**src/rtl/seis_event_gen_if.sv**
```systemverilog
// Configuration write bus for seis_event_gen: single-cycle strobe, no handshake back.
// cfg_we qualifies cfg_ch/cfg_mode/cfg_val on the rising edge where it is high.
interface seis_event_gen_if #(
  parameter int N_BITS = 5,
  parameter int CH_W   = 2
);
  logic              cfg_we;
  logic [CH_W-1:0]   cfg_ch;
  logic [1:0]        cfg_mode;
  logic [N_BITS-1:0] cfg_val;

  modport master (output cfg_we, cfg_ch, cfg_mode, cfg_val);
  modport slave  (input  cfg_we, cfg_ch, cfg_mode, cfg_val);
endinterface

```
**src/rtl/seis_event_gen.sv**
```systemverilog
// Free-running modulo counter driving N_CH programmable control channels
// (OFF / MATCH / EVERY / WINDOW), each output registered one cycle after its hit.
module seis_event_gen #(
  parameter int N_BITS = 5,
  parameter int N_CH   = 3,
  parameter int CH_W   = 2
) (
  input  logic              clk,
  input  logic              reset,
  input  logic              clk_enable,
  input  logic              clear,
  input  logic [N_BITS-1:0] terminal,
  seis_event_gen_if.slave   cfg,
  output logic [N_BITS-1:0] o_count,
  output logic              o_wrap,
  output logic [N_CH-1:0]   o_control
);

  typedef enum logic [1:0] {
    MODE_OFF    = 2'b00,
    MODE_MATCH  = 2'b01,
    MODE_EVERY  = 2'b10,
    MODE_WINDOW = 2'b11
  } mode_e;

  localparam logic [CH_W:0] LP_NCH = N_CH[CH_W:0];

  logic [N_BITS-1:0] r_count;
  logic              r_wrap;
  logic [N_CH-1:0]   r_control;
  logic [N_CH-1:0]   w_hit;
  logic              w_at_term;
  logic              w_cfg_ok;

  assign w_at_term = (r_count >= terminal);
  // Writes to channels beyond N_CH are dropped silently.
  assign w_cfg_ok  = cfg.cfg_we && ({1'b0, cfg.cfg_ch} < LP_NCH);

  always_ff @(posedge clk or negedge reset) begin
    if (!reset) begin
      r_count   <= '0;
      r_wrap    <= 1'b0;
      r_control <= '0;
    end else if (clear) begin
      r_count   <= '0;
      r_wrap    <= 1'b0;
      r_control <= '0;
    end else if (clk_enable) begin
      r_count   <= w_at_term ? '0 : r_count + 1'b1;
      r_wrap    <= w_at_term;
      r_control <= w_hit;
    end else begin
      r_wrap    <= 1'b0;
      r_control <= '0;
    end
  end

  for (genvar g = 0; g < N_CH; g++) begin : g_ch
    mode_e             r_mode;
    logic [N_BITS-1:0] r_val;
    logic [N_BITS-1:0] r_ph;
    logic [N_BITS-1:0] w_lim;
    logic [N_BITS-1:0] w_ph_nxt;
    logic              w_wr;

    // val 0 and 1 both mean "every cycle", so the phase limit saturates at 0.
    assign w_lim    = (r_val == '0) ? '0 : r_val - 1'b1;
    assign w_ph_nxt = (r_ph >= w_lim) ? '0 : r_ph + 1'b1;
    assign w_wr     = w_cfg_ok && (cfg.cfg_ch == CH_W'(g));

    assign w_hit[g] = (r_mode == MODE_MATCH)  ? (r_count == r_val) :
                      (r_mode == MODE_WINDOW) ? (r_count >= r_val) :
                      (r_mode == MODE_EVERY)  ? (r_ph == '0)       : 1'b0;

    always_ff @(posedge clk or negedge reset) begin
      if (!reset) begin
        r_mode <= MODE_OFF;
        r_val  <= '0;
        r_ph   <= '0;
      end else begin
        if (clear) begin
          r_ph <= '0;
        end else if (clk_enable) begin
          r_ph <= w_ph_nxt;
        end
        // A write restarts the phase; the hit for this edge already used the old setting.
        if (w_wr) begin
          r_mode <= mode_e'(cfg.cfg_mode);
          r_val  <= cfg.cfg_val;
          r_ph   <= '0;
        end
      end
    end
  end

  assign o_count   = r_count;
  assign o_wrap    = r_wrap;
  assign o_control = r_control;

endmodule
```
**src/flat_wrapper.sv**
```systemverilog
// flat-port wrapper written by rule: the top's interface ports become plain ports
module seis_event_gen_flat 
#(
  parameter int N_BITS = 5,
  parameter int N_CH   = 3,
  parameter int CH_W   = 2
)
  (clk, reset, clk_enable, clear, terminal, o_count, o_wrap, o_control, cfg_cfg_we, cfg_cfg_ch, cfg_cfg_mode, cfg_cfg_val);
  seis_event_gen_if #(.N_BITS(N_BITS), .CH_W(CH_W)) cfg_i ();
  input  logic clk;
  input  logic reset;
  input  logic clk_enable;
  input  logic clear;
  input  logic [N_BITS-1:0] terminal;
  output logic [N_BITS-1:0] o_count;
  output logic o_wrap;
  output logic [N_CH-1:0] o_control;
  input wire logic [$bits(cfg_i.cfg_we)-1:0] cfg_cfg_we;
  input wire logic [$bits(cfg_i.cfg_ch)-1:0] cfg_cfg_ch;
  input wire logic [$bits(cfg_i.cfg_mode)-1:0] cfg_cfg_mode;
  input wire logic [$bits(cfg_i.cfg_val)-1:0] cfg_cfg_val;
  assign cfg_i.cfg_we = cfg_cfg_we;
  assign cfg_i.cfg_ch = cfg_cfg_ch;
  assign cfg_i.cfg_mode = cfg_cfg_mode;
  assign cfg_i.cfg_val = cfg_cfg_val;
  seis_event_gen #(.N_BITS(N_BITS), .N_CH(N_CH), .CH_W(CH_W)) u_core (.clk(clk), .reset(reset), .clk_enable(clk_enable), .clear(clear), .terminal(terminal), .cfg(cfg_i), .o_count(o_count), .o_wrap(o_wrap), .o_control(o_control));
endmodule
```
**config.mk**
```make
export PLATFORM = sky130hd
export DESIGN_NAME = seis_event_gen_flat
export DESIGN_NICKNAME = d
export VERILOG_FILES = /design/src/rtl/seis_event_gen_if.sv /design/src/rtl/seis_event_gen.sv /design/src/flat_wrapper.sv
export SDC_FILE = /design/constraint.sdc
export NUM_CORES = 1
export LEC_CHECK = 0
export ABC_AREA = 1
export CELL_PAD_IN_SITES_DETAIL_PLACEMENT = 0
export CELL_PAD_IN_SITES_GLOBAL_PLACEMENT = 1
export CORE_ASPECT_RATIO = 2
export CORE_MARGIN = 2
export CORE_UTILIZATION = 25
export CTS_BUF_LIST = sky130_fd_sc_hd__clkbuf_8
export DETAILED_ROUTE_END_ITERATION = 8
export PLACE_DENSITY_LB_ADDON = 0.1
export SKIP_CTS_REPAIR_TIMING = 1
export SYNTH_ARGS = -nofsm -noshare
export SYNTH_HDL_FRONTEND = slang
export SYNTH_SLANG_ARGS = --single-unit
export TNS_END_PERCENT = 30
```
**constraint.sdc**
```tcl
create_clock -name clk -period 4 [get_ports clk]
set_clock_uncertainty 0.05 [all_clocks]
set_input_delay 0.8 -clock clk [delete_from_list [all_inputs] [get_ports clk]]
set_output_delay 0.8 -clock clk [all_outputs]
set_load 0.01 [all_outputs]
```
Word level (Yosys, flattened, before mapping) --
Cells that the tools add are included.
Word-level totals: bits in registers 45, bits of input ports 19, output and inout port bits 9
Operators by class: add/sub/neg operators 7, order comparisons 8, equality and inequality tests 14, muxes and demuxes 31, reduce and logical (&&, ||, !) cells 15
Operators by type and width (count):
- 5-bit 2-to-1 mux | 18
- 5-bit greater-or-equal comparator | 7
- 5-bit logical NOT | 6
- 5-bit by 1-bit adder with 5-bit output (second input constant) | 4
- 5-bit equality test | 3
- 5-bit by 1-bit subtractor with 5-bit output (second input constant) | 3
- 2-bit equality test (second input constant) | 7
- 1-bit 2-to-1 mux | 11
- 3-bit nonzero test | 3
- 2-bit by 1-bit equality test with 1-bit output (second input constant) | 4
- 3-bit 2-to-1 mux | 2
- 1-bit logical AND | 4
- 2-bit logical NOT | 1
- 2-bit < comparator (second input constant) | 1
- 2-bit nonzero test | 1

Logic depth before layout (Yosys ltp) --
word-level depth 7, depth in mapped cells 11

Worst setup path after synthesis --
Ideal clock, no wire load.
kind input -> register, start point input port terminal[3], end point register u_core.r_count[0] (netlist: u_core.o_count[0]), library setup time 0.076 ns, data arrival time 1.805 ns, data required time 3.874 ns, slack 2.068 ns, stages on the path 8, path through inv_1 -> ha_1 -> a21o_1 -> a21oi_1 -> nand2_1 -> nor2_1 -> nand2_1 -> o21ai_1
On the way: longest elaborated chain between the ends 4
Ends and longest elaborated chain:
- start, declared | RTL line flat_wrapper.sv:14 | input logic [N_BITS-1:0] terminal;
- 5-bit greater-or-equal comparator | RTL line seis_event_gen.sv:35 | assign w_at_term = (r_count >= terminal);
- 5-bit 2-to-1 mux | RTL line seis_event_gen.sv:49 | r_count <= w_at_term ? '0 : r_count + 1'b1;
- 5-bit 2-to-1 mux | RTL line seis_event_gen.sv:48 | end else if (clk_enable) begin
- 5-bit 2-to-1 mux | RTL line seis_event_gen.sv:44 | end else if (clear) begin
- end signal, assigned | RTL line seis_event_gen.sv:49
- end, declared | RTL line seis_event_gen.sv:28 | logic [N_BITS-1:0] r_count;
No other way between the ends. The select of a mux whose other input is x is not followed. A chain may end at the register's enable or synchronous reset.

Worst setup path in the final report --
start point register u_core.r_count[3] (netlist: u_core.o_count[3]), end point output port o_count[3]
RTL lines:
- end, declared | RTL line flat_wrapper.sv:15 | output logic [N_BITS-1:0] o_count;
No word-level cell between the ends.

==> results.md <==
* Tmin final at around 2.4 ns
* Synth area leaders: dfrtp_1 35%, ha_1 19%, nand2_1 11%
* Routed length per instance at about 15 um
* Num CTS Buffers at 5
* Number of port buffers at 27
* Synth unique cells at 32
* Die footprint at 13750 sq um
* Post-synth EDFFs at 0
* Yosys warnings at 0
* Share of layout cells above drive strength 1 at approximately 4.3%
* WP buf/inv at 1
* WL met1 at between 3000 and 4000 um
* Hpwl dp at about 7300 um
* Starting DRC count in detailed routing at 85
* Avg Inst Size Synth at between 7 and 8 sq um
* Maxcap violations at 0
* Power Dens Cells at about 360 nW/um^2
* Fin cells at ~600
* DP Cell Count at 587
* Place WS at about 1.4 ns
* Reg clk slew, reported paths at 0.11 ns
* Pre-antenna DRT Iters at 4
* Critical Path AT at ~1.6 ns
* Final slew viol count at 0
* CTS Buffer Depth at 2
* Wire length on met3 at around 130 um
* Layout area overhead at 17.75%
* Seq/Total Area, Yosys at roughly a third
* First-pass GRT wire length at 14620 um
* Top Layer Used: met4
* Synth area leader: dfrtp_1
* Vias in the first global route at 2714
* Vert. Die Dim at approximately 160 um
* Total negative slack at 0 ns
* Clock Sinks at 45
* Synth cell count leaders: 91 x nand2_1, 66 x inv_1, 48 x ha_1
* Total Wirelength at about 9000 um
* Nets at between 500 and 600
* H-tree depth reported by CTS at 2
* Worst slew pin tran at approximately 0.7 ns
* Largest net degree at the start of global routing at 29
* Worst-path cell chain: clkdlybuf4s50_1
* Initial Util at between 20 and 30%
* Total gr overflow at 0
* Finish-stage setup viols at 0
* Fin crit share at 60.48%
* I/O pin count at 28
* Hold Path Class: in2async
* Unrepaired setup endpoints after global routing: false
* Worst rel slew slack at approximately 53%
* GP Congestion at around 0.74
* Critical path's largest stage delay at 0.63 ns
* WL met2 at 5230 um
* Yosys reg bits at 45
* Final Hold Vio Count at 0
* Skew-Pair Late Insertion Delay at around 0.32 ns
* Library cell with the highest instance count after synthesis: nand2_1
* DR vias at ~2800
* Worst Path Class, Setup: reg2out
* CTS tree: built
* Ys flop type: dfrtp_1
* Syn_nets at about 480
* Worst vdd rail ir drop at between 0.2 and 0.25 mV
* Initial antenna violation count at 0
* CTS Root Cell: clkbuf_8
* Crit path max fanout at 8
* F_max at 0.4134 GHz
* Synthesized cell area at 3193 sq um
* ANT nets after route at 0
* DRC at 0
* CORE AREA at 12550 sq um
* Setup slack after layout at around 1.6 ns
* CP max stage cell: dfrtp_1
* R2r startpoint: u_core.g_ch[2].r_val[0]$_DFFE_PN0P_
* Synth top area share at around a third
* Startpoint types: flip-flop
* CP delay by family, top: flip-flops
* Ys async rst share at 100.0%
* Placed inst area at between 3000 and 4000 sq um
* Leakage at about 0.002 uW
* Chip width at 83.92 um
* CP startpoint: u_core.o_count[3]$_DFFE_PN0P_
* Cell count after synthesis at 412
* Vias per cell at approximately 4.6
* Std-Cell Rows at a little under 60
* CP Capture Type: output port
* Status: finished clean
* Overall Global Routing Usage at 14.00%
* Worst endpoint required time at about 3.2 ns
* N_diodes at 0
* Finished layout cell area at between 3000 and 4000 sq um
[per-layer routing]
metal / global-route usage, % / up-vias
li1: - / 1415
met1: 15.05 / 1304
met2: 27.60 / 26
met3: 1.508 / 7
met4: 5.059 / 0
met5: 0 / -
[kinds of logic after synthesis]
group           Yosys count  share of synthesized area [%]
simple gates            166                          22.65
buf+inv                  71                          8.425
fa+ha+maj                48                          18.81
xor+xnor                  8                          2.194
compound gates           74                          12.66
flops                    45                          35.27
[per-stage QoR]
| stage | total power (uW) | hold WS [ns] | utilization (%) |
|---|---|---|---|
| floorplan | 846.2 | 0.4030 | - |
| global placement | 991.1 | 0.4242 | 29.02 |
| detailed placement | 993.5 | 0.4279 | 29.02 |
| CTS | 1382 | 0.4548 | 29.95 |
| global route | 1478 | 0.5032 | 29.95 |
| finish | 1351 | 0.4552 | 29.95 |
[final timing paths]
check                      depth (start not counted)                                   to  slack, ns
max                                                1                           o_count[3]       1.58
min                                                1   u_core.g_ch[0].r_ph[4]$_DFFE_PN0P_       0.46
max reg2reg                                       10   u_core.g_ch[2].r_ph[0]$_DFFE_PN0P_       1.80
min reg2reg                                        2  u_core.g_ch[0].r_val[4]$_DFFE_PN0P_       0.46
max in group asynchronous                          2   u_core.g_ch[1].r_ph[4]$_DFFE_PN0P_       2.67
min in group clk                                   2  u_core.g_ch[0].r_val[4]$_DFFE_PN0P_       0.46
[report_power, final]
group / leakage (uW) / internal (uW) / total (uW) / switching [uW]
registers: 0.000592 / 501 / 554 / 53.7
clock network: 0.0000591 / 191 / 382 / 191
logic: 0.00130 / 169 / 415 / 246
total: 0.00195 / 861 / 1350 / 491
[state kept, by name, indices dropped and copies added (netlist names)]
| register | cells |
|---|---|
| u_core.g_ch.r_ph | 15 |
| u_core.g_ch.r_mode | 6 |
| u_core.o_control | 3 |
| u_core.o_wrap | 1 |
| u_core.o_count | 5 |
| u_core.g_ch.r_val | 15 |
[cell type report]
type                       count  area, sq um
fill                        1371         8795
multi-input combinational    296         1798
sequential                    45         1126
timing repair buffer          29        280.3
inverter                      67        251.5
tap                          150        187.7
clock buffer                   5        68.82
clock inverter                 3        47.55
[placed cells by master (no fill, tap or decap), drive strengths merged, types with 2 or more instances in the layout]
cell           netlist  layout
clkdlybuf4s50        0      26
o22ai                6       6
buf                  3       3
nor4                 2       2
a21boi               3       3
inv                 67      69
nand3               33      33
nand4                5       5
ha                  48      48
nor2                30      30
o21ai               35      35
a31oi                4       4
a21oi               22      22
nand2               92      92
dfrtp               45      45
clkbuf               1       5
xor2                 7       7
Note: power is estimated with default switching activity, not from simulation.
